[config.mk]
export PLATFORM = sky130hd
export DESIGN_NAME = vdic_alu_stack_flat
export DESIGN_NICKNAME = d
export VERILOG_FILES = /design/src/rtl/vdic_alu_pkg.sv /design/src/rtl/vdic_alu_stack_if.sv /design/src/rtl/vdic_alu_fifo.sv /design/src/rtl/vdic_alu_stack.sv /design/src/flat_wrapper.sv
export SDC_FILE = /design/constraint.sdc
export NUM_CORES = 1
export LEC_CHECK = 0
export ABC_AREA = 1
export BUFFER_PORTS_ARGS = -buffer_cell sky130_fd_sc_hd__clkbuf_2
export CORE_MARGIN = 2
export CORE_UTILIZATION = 35
export CTS_BUF_LIST = sky130_fd_sc_hd__clkbuf_8 sky130_fd_sc_hd__clkbuf_16
export CTS_CLUSTER_SIZE = 28
export DETAILED_ROUTE_END_ITERATION = 6
export GPL_TIMING_DRIVEN = 1
export HOLD_SLACK_MARGIN = 0.15
export PLACE_DENSITY = 0.63
export SLEW_MARGIN = 20
export SYNTH_ARGS = -nofsm -noshare
export SYNTH_HDL_FRONTEND = slang
export SYNTH_HIERARCHICAL = 1
export SYNTH_SLANG_ARGS = --single-unit
[constraint.sdc]
create_clock -name clk -period 3.5 [get_ports clk]
set_input_delay 0 -clock clk [delete_from_list [all_inputs] [get_ports clk]]
set_output_delay 0 -clock clk [all_outputs]
set_load 0.02 [all_outputs]
[src/rtl/vdic_alu_pkg.sv]
// Shared types for the VDIC operand-stack ALU: opcodes, status bits, FSM states
// and small status helpers.
package vdic_alu_pkg;

    typedef enum logic [7:0] {
        OP_NOP = 8'h00,
        OP_AND = 8'h01,
        OP_OR  = 8'h02,
        OP_XOR = 8'h03,
        OP_ADD = 8'h10,
        OP_SUB = 8'h20
    } operation_t;

    typedef enum logic [7:0] {
        ST_NO_ERROR             = 8'h00,
        ST_MISSING_DATA         = 8'h01,
        ST_DATA_STACK_OVERFLOW  = 8'h02,
        ST_OUTPUT_FIFO_OVERFLOW = 8'h04,
        ST_DATA_PARITY_ERROR    = 8'h20,
        ST_COMMAND_PARITY_ERROR = 8'h40,
        ST_INVALID_COMMAND      = 8'h80
    } stat_t;

    typedef enum logic [1:0] {
        S_IDLE  = 2'd0,
        S_EXEC  = 2'd1,
        S_WRITE = 2'd2
    } alu_state_t;

    function automatic logic [7:0] stat_if(input logic cond, input stat_t s);
        return cond ? 8'(s) : 8'h00;
    endfunction

    function automatic logic is_known_op(input logic [7:0] code);
        case (code)
            OP_NOP, OP_AND, OP_OR, OP_XOR, OP_ADD, OP_SUB: return 1'b1;
            default:                                       return 1'b0;
        endcase
    endfunction

endpackage

[src/rtl/vdic_alu_stack_if.sv]
// Input word stream and output entry stream of the VDIC operand-stack ALU.
interface vdic_alu_stack_if #(parameter int DATA_W = 16);
    logic              in_valid;
    logic              in_ready;
    logic              in_is_cmd;
    logic [DATA_W-1:0] in_data;
    logic              in_parity;
    logic              out_valid;
    logic              out_ready;
    logic [DATA_W-1:0] out_result;
    logic [7:0]        out_status;

    modport master (
        output in_valid, in_is_cmd, in_data, in_parity, out_ready,
        input  in_ready, out_valid, out_result, out_status
    );

    modport slave (
        input  in_valid, in_is_cmd, in_data, in_parity, out_ready,
        output in_ready, out_valid, out_result, out_status
    );
endinterface

[src/rtl/vdic_alu_fifo.sv]
// Generic synchronous first-word-fall-through FIFO; DEPTH must be a power of 2.
// A push into a full FIFO is taken when a pop happens in the same cycle.
module vdic_alu_fifo #(
    parameter int WIDTH = 24,
    parameter int DEPTH = 4
) (
    input  logic                     clk,
    input  logic                     rst,
    input  logic                     push,
    input  logic [WIDTH-1:0]         push_data,
    input  logic                     pop,
    output logic [WIDTH-1:0]         pop_data,
    output logic                     full,
    output logic                     empty,
    output logic [$clog2(DEPTH):0]   count
);
    localparam int PTR_W = $clog2(DEPTH);

    logic [WIDTH-1:0] mem_r [DEPTH];
    logic [PTR_W-1:0] wr_ptr_r;
    logic [PTR_W-1:0] rd_ptr_r;
    logic [PTR_W:0]   count_r;
    logic             do_push_s;
    logic             do_pop_s;

    assign empty     = (count_r == '0);
    assign full      = (count_r == (PTR_W + 1)'(DEPTH));
    assign count     = count_r;
    assign pop_data  = mem_r[rd_ptr_r];
    assign do_pop_s  = pop && !empty;
    assign do_push_s = push && (!full || do_pop_s);

    // Pointer and occupancy tracking.
    always_ff @(posedge clk or posedge rst) begin
        if (rst) begin
            wr_ptr_r <= '0;
            rd_ptr_r <= '0;
            count_r  <= '0;
        end else begin
            if (do_push_s) wr_ptr_r <= wr_ptr_r + 1'b1;
            if (do_pop_s)  rd_ptr_r <= rd_ptr_r + 1'b1;
            case ({do_push_s, do_pop_s})
                2'b10:   count_r <= count_r + 1'b1;
                2'b01:   count_r <= count_r - 1'b1;
                default: count_r <= count_r;
            endcase
        end
    end

    // Storage array; contents are only meaningful below the occupancy count.
    always_ff @(posedge clk) begin
        if (do_push_s) mem_r[wr_ptr_r] <= push_data;
    end
endmodule

[src/rtl/vdic_alu_stack.sv]
// Operand-stack ALU: stacks parity-checked operands, folds them on a command and
// queues {status, result}. Define VDIC_ALU_FIFO_BACKPRESSURE_EN to stall on a full FIFO.
module vdic_alu_stack
    import vdic_alu_pkg::*;
#(
    parameter int DATA_W      = 16,
    parameter int STACK_DEPTH = 9,
    parameter int FIFO_DEPTH  = 4
) (
    input  logic             clk,
    input  logic             rst,
    vdic_alu_stack_if.slave  bus
);
    localparam int CNT_W = $clog2(STACK_DEPTH + 1);

    typedef struct packed {
        logic [7:0]        stat;
        logic [DATA_W-1:0] result;
    } entry_t;

    alu_state_t        state_r, state_nxt_s;
    logic [DATA_W-1:0] stack_r [STACK_DEPTH];
    logic [CNT_W-1:0]  count_r, idx_r;
    logic              perr_r, ovf_r;
    operation_t        op_r;
    logic [7:0]        stat_r;
    logic [DATA_W-1:0] acc_r;

    logic              accept_s, word_perr_s, is_nop_s, push_s, last_operand_s;
    logic [7:0]        opcode_s, cmd_err_s, cmd_stat_s;
    logic              fifo_push_s, fifo_pop_s, fifo_full_s, fifo_empty_s, fifo_block_s;
    logic [$clog2(FIFO_DEPTH):0] fifo_count_s;
    entry_t            push_entry_s, head_s;

    function automatic logic [DATA_W-1:0] alu_fold(input operation_t op,
                                                    input logic [DATA_W-1:0] a,
                                                    input logic [DATA_W-1:0] b);
        case (op)
            OP_AND:  return a & b;
            OP_OR:   return a | b;
            OP_XOR:  return a ^ b;
            OP_ADD:  return a + b;
            OP_SUB:  return a - b;
            default: return a;
        endcase
    endfunction

    assign bus.in_ready   = (state_r == S_IDLE);
    assign accept_s       = bus.in_valid && bus.in_ready;
    assign opcode_s       = bus.in_data[7:0];
    assign word_perr_s    = ((^bus.in_data) != bus.in_parity);
    assign is_nop_s       = !word_perr_s && (opcode_s == OP_NOP);
    assign push_s         = accept_s && !bus.in_is_cmd && !word_perr_s &&
                            (count_r != CNT_W'(STACK_DEPTH));
    assign last_operand_s = (idx_r == count_r - CNT_W'(1));

    // Missing data is only reported when nothing more specific went wrong.
    assign cmd_err_s  = stat_if(word_perr_s, ST_COMMAND_PARITY_ERROR) |
                        stat_if(!is_known_op(opcode_s), ST_INVALID_COMMAND) |
                        stat_if(perr_r, ST_DATA_PARITY_ERROR) |
                        stat_if(ovf_r, ST_DATA_STACK_OVERFLOW);
    assign cmd_stat_s = cmd_err_s |
                        stat_if((cmd_err_s == 8'h00) && (count_r < CNT_W'(2)), ST_MISSING_DATA);

    assign fifo_pop_s   = !fifo_empty_s && bus.out_ready;
    assign fifo_block_s = fifo_full_s && !fifo_pop_s;

    // Next-state and FIFO write decision.
    always_comb begin
        state_nxt_s = state_r;
        fifo_push_s = 1'b0;
        case (state_r)
            S_IDLE: begin
                if (accept_s && bus.in_is_cmd && !is_nop_s) begin
                    state_nxt_s = (cmd_stat_s != 8'h00) ? S_WRITE : S_EXEC;
                end else begin
                    state_nxt_s = S_IDLE;
                end
            end
            S_EXEC: begin
                if (last_operand_s) state_nxt_s = S_WRITE;
                else                state_nxt_s = S_EXEC;
            end
            S_WRITE: begin
`ifdef VDIC_ALU_FIFO_BACKPRESSURE_EN
                if (!fifo_block_s) begin
                    fifo_push_s = 1'b1;
                    state_nxt_s = S_IDLE;
                end else begin
                    state_nxt_s = S_WRITE;
                end
`else
                fifo_push_s = !fifo_block_s;
                state_nxt_s = S_IDLE;
`endif
            end
            default: state_nxt_s = S_IDLE;
        endcase
    end

    // FSM state register.
    always_ff @(posedge clk or posedge rst) begin
        if (rst) state_r <= S_IDLE;
        else     state_r <= state_nxt_s;
    end

    // Operand storage; occupancy is tracked by count_r, so no reset needed here.
    always_ff @(posedge clk) begin
        if (push_s) stack_r[count_r] <= bus.in_data;
    end

    // Stack bookkeeping, sticky input errors and the fold accumulator.
    always_ff @(posedge clk or posedge rst) begin
        if (rst) begin
            count_r <= '0;
            idx_r   <= '0;
            perr_r  <= 1'b0;
            ovf_r   <= 1'b0;
            op_r    <= OP_NOP;
            stat_r  <= 8'h00;
            acc_r   <= '0;
        end else begin
            case (state_r)
                S_IDLE: begin
                    if (accept_s && !bus.in_is_cmd) begin
                        if (word_perr_s)  perr_r  <= 1'b1;
                        else if (push_s)  count_r <= count_r + CNT_W'(1);
                        else              ovf_r   <= 1'b1;
                    end else if (accept_s && !is_nop_s) begin
                        op_r   <= operation_t'(opcode_s);
                        stat_r <= cmd_stat_s;
                        acc_r  <= (cmd_stat_s == 8'h00) ? stack_r[0] : '0;
                        idx_r  <= CNT_W'(1);
                    end
                end
                S_EXEC: begin
                    acc_r <= alu_fold(op_r, acc_r, stack_r[idx_r]);
                    idx_r <= idx_r + CNT_W'(1);
                end
                S_WRITE: begin
                    if (state_nxt_s == S_IDLE) begin
                        count_r <= '0;
                        perr_r  <= 1'b0;
                        ovf_r   <= 1'b0;
                    end
                end
                default: ;
            endcase
        end
    end

`ifdef VDIC_ALU_FIFO_BACKPRESSURE_EN
    assign push_entry_s = '{stat: stat_r, result: acc_r};
`else
    logic fovf_r;

    // Remembers a dropped entry until the next entry is actually written.
    always_ff @(posedge clk or posedge rst) begin
        if (rst)                     fovf_r <= 1'b0;
        else if (state_r == S_WRITE) fovf_r <= fifo_block_s;
    end

    assign push_entry_s = '{stat: stat_r | stat_if(fovf_r, ST_OUTPUT_FIFO_OVERFLOW),
                            result: acc_r};
`endif

    vdic_alu_fifo #(
        .WIDTH ($bits(entry_t)),
        .DEPTH (FIFO_DEPTH)
    ) u_fifo (
        .clk       (clk),
        .rst       (rst),
        .push      (fifo_push_s),
        .push_data (push_entry_s),
        .pop       (fifo_pop_s),
        .pop_data  (head_s),
        .full      (fifo_full_s),
        .empty     (fifo_empty_s),
        .count     (fifo_count_s)
    );

    assign bus.out_valid  = (fifo_count_s != '0);
    assign bus.out_result = fifo_empty_s ? '0 : head_s.result;
    assign bus.out_status = fifo_empty_s ? 8'h00 : head_s.stat;
endmodule

[src/flat_wrapper.sv]
// flat-port wrapper written by rule: the top's interface ports become plain ports
module vdic_alu_stack_flat import vdic_alu_pkg::*;
#(
    parameter int DATA_W      = 16,
    parameter int STACK_DEPTH = 9,
    parameter int FIFO_DEPTH  = 4
)
  (clk, rst, bus_in_valid, bus_in_is_cmd, bus_in_data, bus_in_parity, bus_out_ready, bus_in_ready, bus_out_valid, bus_out_result, bus_out_status);
  vdic_alu_stack_if #(.DATA_W(DATA_W)) bus_i ();
  input  logic clk;
  input  logic rst;
  input wire logic [$bits(bus_i.in_valid)-1:0] bus_in_valid;
  input wire logic [$bits(bus_i.in_is_cmd)-1:0] bus_in_is_cmd;
  input wire logic [$bits(bus_i.in_data)-1:0] bus_in_data;
  input wire logic [$bits(bus_i.in_parity)-1:0] bus_in_parity;
  input wire logic [$bits(bus_i.out_ready)-1:0] bus_out_ready;
  output wire logic [$bits(bus_i.in_ready)-1:0] bus_in_ready;
  output wire logic [$bits(bus_i.out_valid)-1:0] bus_out_valid;
  output wire logic [$bits(bus_i.out_result)-1:0] bus_out_result;
  output wire logic [$bits(bus_i.out_status)-1:0] bus_out_status;
  assign bus_i.in_valid = bus_in_valid;
  assign bus_i.in_is_cmd = bus_in_is_cmd;
  assign bus_i.in_data = bus_in_data;
  assign bus_i.in_parity = bus_in_parity;
  assign bus_i.out_ready = bus_out_ready;
  assign bus_in_ready = bus_i.in_ready;
  assign bus_out_valid = bus_i.out_valid;
  assign bus_out_result = bus_i.out_result;
  assign bus_out_status = bus_i.out_status;
  vdic_alu_stack #(.DATA_W(DATA_W), .STACK_DEPTH(STACK_DEPTH), .FIFO_DEPTH(FIFO_DEPTH)) u_core (.clk(clk), .rst(rst), .bus(bus_i));
endmodule
# After elaboration in Yosys (flattened, before gate mapping)
# Memory sizes are Yosys's and may differ from the RTL's.
# Cells that the tools add are included.
# W data, S select, Z words.
dict set report op_classes {
  add_sub_neg 9
  n_lt_le_gt_ge 1
  n_eq_ne 27
  n_mux 40
  bitwise_logic 9
  reduce_logical 40
}
# cell count
set op_table {}
lappend op_table {{$pmux W16 S5} 1}
lappend op_table {{$mux W16} 4}
lappend op_table {{$or A8 B8 Y8} 5}
lappend op_table {{$eq A8 B2 Y1 const B} 4}
lappend op_table {{$pmux W16 S2} 1}
lappend op_table {{$logic_not A8 Y1} 3}
lappend op_table {{$mux W4} 6}
lappend op_table {{$add A16 B16 Y16} 1}
lappend op_table {{$and A16 B16 Y16} 1}
lappend op_table {{$eq A8 B1 Y1 const B} 2}
lappend op_table {{$eq A8 B5 Y1 const B} 2}
lappend op_table {{$eq A8 B6 Y1 const B} 2}
lappend op_table {{$mux W8} 2}
lappend op_table {{$or A16 B16 Y16} 1}
lappend op_table {{$pmux W4 S2} 2}
lappend op_table {{$reduce_xor A16 Y1} 1}
lappend op_table {{$sub A16 B16 Y16} 1}
lappend op_table {{$xor A16 B16 Y16} 1}
lappend op_table {{$ne A2 B2 Y1 const B} 7}
lappend op_table {{$logic_and A1 B1 Y1} 13}
lappend op_table {{$mux W1} 13}
lappend op_table {{$reduce_and A5 Y1} 2}
lappend op_table {{$add A4 B1 Y4 const B} 2}
lappend op_table {{$mux W2} 4}
lappend op_table {{30 further kinds} 45}
dict set report totals {
  reg_bits 52
  mem_bits_rw 240
  memories 2
}
# memory words width read_ports rd_clocked_by_memory_dff write_ports line
set mem_list {}
lappend mem_list {u_core.stack_r 9 16 2 0 1 vdic_alu_stack.sv:22} ;# logic [DATA_W-1:0] stack_r [STACK_DEPTH];
lappend mem_list {u_core.u_fifo.mem_r 4 24 1 0 1 vdic_alu_fifo.sv:19} ;# logic [WIDTH-1:0] mem_r [DEPTH];

# Logic depth before layout (Yosys ltp)
dict set report depth {
  ltp_word 18
  depth_mapped 29
}

# Hierarchy
# Netlist, hierarchy kept.
# module n_inst cells_each area_each_um2 seq_area_each_um2
set modules_own_cells {}
lappend modules_own_cells {vdic_alu_stack 1 1167 10576.4 5375.2}
lappend modules_own_cells {vdic_alu_fifo 1 288 4010.1 3057.9}

# Worst setup path after synthesis
# No wires, ideal clock.
dict set report synth_timing {
  kind {register to register}
  from {reg u_core.idx_r[1]}
  to {reg u_core.acc_r[14]}
  t_arrival_ps 3316
  path_slack_ps 59
  path_stages_with_launch 27
  path_buffers 2
  period_less_slack_ps 3441
  path_cell_list {dfrtp_1 -> buf_4 -> inv_4 -> buf_4 -> o211ai_1 -> nand3_1 -> nand3_1 -> nand2_1 -> inv_2 -> ha_1 -> or2_2 -> o21ai_0 -> inv_1 -> fa_1 -> inv_1 -> nand3_1 -> nand2_1 -> nand4_1 -> nand3_1 -> nand2_1 -> nand2_1 -> a21oi_1 -> or2_2 -> nand3_1 -> nand4_1 -> nand2_1 -> a22oi_2}
}
dict set report synth_between {
  elab_chain_cells 4
  word_cells_on_any_way 8
  classes_between {2 x add/sub; 2 x mux; 3 x bitwise; 1 x memory}
}
# item line
set synth_rtl {}
lappend synth_rtl {{start, declared} vdic_alu_stack.sv:23} ;# logic [CNT_W-1:0] count_r, idx_r;
lappend synth_rtl {{start signal, assigned} vdic_alu_stack.sv:138} ;# idx_r <= idx_r + CNT_W'(1);
lappend synth_rtl {{$mem_v2 Z9 W16 *} n/a}
lappend synth_rtl {{$sub A16 B16 Y16 (tied with other cells)} vdic_alu_stack.sv:43} ;# OP_SUB: return a - b;
lappend synth_rtl {{$pmux W16 S5 *} vdic_alu_stack.sv:38} ;# case (op)
lappend synth_rtl {{$pmux W16 S2 *} vdic_alu_stack.sv:123} ;# case (state_r)
lappend synth_rtl {{end signal, assigned} vdic_alu_stack.sv:132} ;# acc_r <= (cmd_stat_s == 8'h00) ? stack_r[0] : '0;
lappend synth_rtl {{end signal, assigned} vdic_alu_stack.sv:137} ;# acc_r <= alu_fold(op_r, acc_r, stack_r[idx_r]);
lappend synth_rtl {{end, declared} vdic_alu_stack.sv:27} ;# logic [DATA_W-1:0] acc_r;
# Mark *: on every way between the ends. The rest lies on a longest branch, timed or not.
# A chain may end at the register's enable or synchronous reset.

# Worst setup path after layout
dict set report layout_timing {
  from {reg u_core.idx_r[0]}
  to {reg u_core.acc_r[14]}
}
# The elaborated chain is that of the path after synthesis.

==> results by group <==
Logic synthesis
  • Number of flops mapped to enable cells by yosys: 240
  • Syn avg cell area: 10.0 um^2
  • Post-synthesis mux area share: 0.0772%
  • Mapped Cells: 1455
  • Largest family of logic cells by synthesized area: simple AND/OR/NAND/NOR gates
  • Async S/R FF share, synth: 17.0%
  • Sequential area share after synthesis: 57.8%
  • Compound-cell area share of the yosys netlist: 9.70%
  • FF+latch count, synth: 289
  • Adder-cell share of the synthesized area: 6.02%
  • Top_reg_cell synth: edfxtp_1
  • Simple-Gate Fraction of Synth Area: 16.9%
  • Post-Syn Area: 14600 um^2
  • Synth Area in XOR/XNOR: 2.15%
  • Number of library cell types mapped by synthesis: 58
  • Warnings, synthesis: 6

GRT
  • Vias in the first global route: 10300
  • Initial antenna violation count: 0
  • Largest net degree at the start of global routing: 50
  • Tot GR Track Use: 15.9%
  • GRT overflow: 0
  • First-pass GRT wire length: 55900 um

Die
  • FP Rows: 74
  • Core Box Area: 41000 um^2
  • Initial Utilization: 35.6%
  • I/O pins: 48
  • DIE HEIGHT: 208 um
  • Die Area: 43300 um^2
  • Die width: 208 um

Hold path
  • Hold Path Cell Cnt: 5
  • Worst Hold Class: in -> reg

Power and ir drop
  • Pint: 6.76 mW
  • VDD IR max: 0.000402 V
  • Sw Ratio: 33.6%
  • Pwr dens: 570 nW/um^2
  • Clock network fraction of total power: 30.5%
  • Leak Pwr: 7.50 nW
  • Combinational share of power: 28.2%
  • Seq pwr share: 41.3%
  • Switch Pwr: 3.43 mW

Detailed routing
  • DRT iter0 DRCs: 753
  • Avg WL per Cell: 16.2 um
  • ANT nets after route: 0
  • Vias: 10700
  • DRT Pass-1 Iters: 7
  • Number of vias per cell: 4.88
  • Post-route DRC: 1
  • Detailed Route WL: 35500 um

Clock network
  • Root Buffer: clkbuf_16
  • H-tree level count: 1
  • Clk sink count: 289
  • Clk_lat worst skew: 570 ps
  • CTS tree: done
  • Worst-path clk slew: 70 ps
  • Maximum buffer depth of the clock tree: 3
  • TritonCTS Buffers: 31

Final layout
  • Multi-input gate area: 5520 um^2
  • Flip-flop and latch area: 8430 um^2
  • Layout area overhead: 22.6%
  • # diodes: 0
  • Share of layout cells above drive strength 1: 22.8%
  • Fill count: 3882
  • Layout Cells excl Fill: 2194
  • Layout Nets: 1728

Timing
  • Setup TNS: -572 ps
  • Final Cycle Share: 105%
  • Fin. Hold Viols: 0
  • RSZ-0062 raised after global routing: yes
  • Crit path time final: 3680 ps
  • Worst-margin pin slew: 865 ps
  • Fin Clk Skew: 14.3 ps
  • Pins over their slew limit: 0
  • Max_slew headroom: 42.3%
  • Final WS setup: -181 ps
  • Max Freq: 272 MHz
  • Hold Slack: 189 ps
  • Final Setup Violations: 7

Worst setup path
  • Critical Path Most Common Cell: nand2_2
  • CP Max Fanout: 4
  • CP peak stage delay: 460 ps
  • Critical-path top delay cell: dfrtp_2
  • Setup crit end kind: register
  • Startpoint types: register
  • Worst EP arrival: 4130 ps
  • Worst reg-to-reg path cell count: 26
  • Worst reg2reg setup slack: -180 ps
  • CP required: 3950 ps
  • Crit path kind: reg -> reg

Place
  • Routability cong.: 0.913
  • IO Port Bufs: 47
  • DPL Wire Length: 24300 um
  • Cells after DPL: 2094

Outcome
  • Status: finished, violations left
  • Failing checks: design-rule violations, negative setup slack

Job
  • Max_cap viols: 0
==> power by group through the flow <==
| stage | Sequential [mW] | Combinational [mW] | Clock [mW] |
|---|---|---|---|
| finish | 4.21 | 2.87 | 3.11 |
| global placement | 4.27 | 2.68 | 0 |
| CTS | 4.21 | 2.82 | 3.19 |
| floorplan | 4.20 | 1.90 | 0 |
| global route | 4.24 | 3.18 | 3.31 |
| detailed placement | 4.28 | 2.73 | 0 |
==> per-layer routing <==
metal	global-route usage, %	vias to the layer above	routed length (um)
met5	0	-	0
met1	22.1	5101	16200
met2	26.7	268	16700
li1	-	5275	-
met4	3.97	0	727
met3	1.96	71	1760
==> area by class of cell <==
type | count | area share, %
well taps | 532 | 3.72
repair buffers | 198 | 8.69
flip-flops and latches | 289 | 47.2
multi-input cells | 926 | 30.9
clock buffers | 31 | 4.34
inverters | 191 | 4.07
clock inverters | 27 | 1.13
==> cell families after synthesis <==
kind of cell               Yosys count
DFF                                289
AOI/OAI and AO/OA                  234
other                                1
muxes                                1
xor gates and xnor gates            35
adders and majority gates           69
and+or+nand+nor                    579
buffers and inverters              247
==> through the flow <==
| stage | total power [mW] | area [um^2] | utilization [%] | setup WS, ps |
|---|---|---|---|---|
| finish | 10.2 | 17900 | 43.6 | -181 |
| global route | 10.7 | 17900 | 43.6 | -422 |
| CTS | 10.2 | 17500 | 42.7 | -41.1 |
| detailed placement | 7.01 | 16100 | 39.2 | -279 |
| global placement | 6.95 | 16100 | 39.2 | -174 |
| floorplan | 6.11 | 14600 | - | 59.2 |
==> worst paths after layout <==
path / start / end
hold reg to reg: u_core/op_r[3] / u_core/op_r[3]
min in group asynchronous: rst / u_core/u_fifo/count[1]
setup reg to reg: u_core/idx_r[0] / u_core/acc_r[14]
max in group asynchronous: rst / u_core/idx_r[0]
setup / recovery: u_core/idx_r[0] / u_core/acc_r[14]
hold / removal: bus_in_parity / u_core/stat_r[6]
==> critical path: cells and delay by family (launching register included) <==
kind                       cells  cell delay (ps)
xor gates and xnor gates       1              160
buffers and inverters          2              240
DFF                            1              460
and+or+nand+nor               17             1820
AOI/OAI and AO/OA              4              340
adders and majority gates      2              550
==> state kept, by name (all words and copies together) (netlist names) <==
register and cells:
u_core/stack_r 144, u_core/fovf_r 1, u_core/stat_r 5, u_core/u_fifo/wr_ptr_r 2, u_core/u_fifo/count 3, u_core/idx_r 4
u_core/count_r 4, u_core/perr_r 1, u_core/state_r 2, u_core/acc_r 16, u_core/u_fifo/rd_ptr_r 2, u_core/op_r 8
u_core/u_fifo/mem_r 96, u_core/ovf_r 1
==> cell usage in the layout (no fill, tap or decap), types with 9 or more instances in the layout <==
cell type	instances
a21oi_1	25
o22ai_1	34
o21ai_1	64
buf_4	113
o21ai_0	43
xor2_1	18
dlygate4sd3_1	22
nand2_1	254
clkbuf_16	33
inv_1	174
inv_2	21
dfrtp_1	48
nand2_2	24
nor2_1	142
clkbuf_2	47
clkinv_2	9
a21oi_2	15
edfxtp_1	240
xnor2_1	14
nor2_2	15
o211ai_1	12
ha_1	62
nand3_2	16
nand3_1	82
==> synth_stat cells, drive strengths merged, types with 2 or more instances <==
cell type    n  area (um^2)
nor3        13         75.1
nand4        7         43.8
a21oi       40          215
o211ai      13          103
a211oi       7         52.6
nand3       99          510
nor4         3         18.8
a21o         2         15.0
o221ai       2         17.5
dfrtp       49         1230
a31oi        4         40.0
a22oi        6         75.1
fa           2         40.0
inv        191          722
or2         10         62.6
nand2      284         1110
xnor2       15          139
nor2       161          632
clkbuf      11         41.3
xor2        20          175
o21ai      115          591
buf         45          299
ha          67          838
o22ai       34          213
edfxtp     240         7210
o41ai        2         17.5
==> timing repair <==
item / 4_1_cts / 5_1_grt
resized for setup: 58 / 67
hold buffers: 22 / 0
buffers inserted: 7 / 11
endpoints found under the hold margin: 225 / 0
pin swaps: 31 / 39
gates cloned: 0 / 2
endpoints found under the setup margin: 12 / 12
Note: power is estimated with default switching activity, not from simulation.
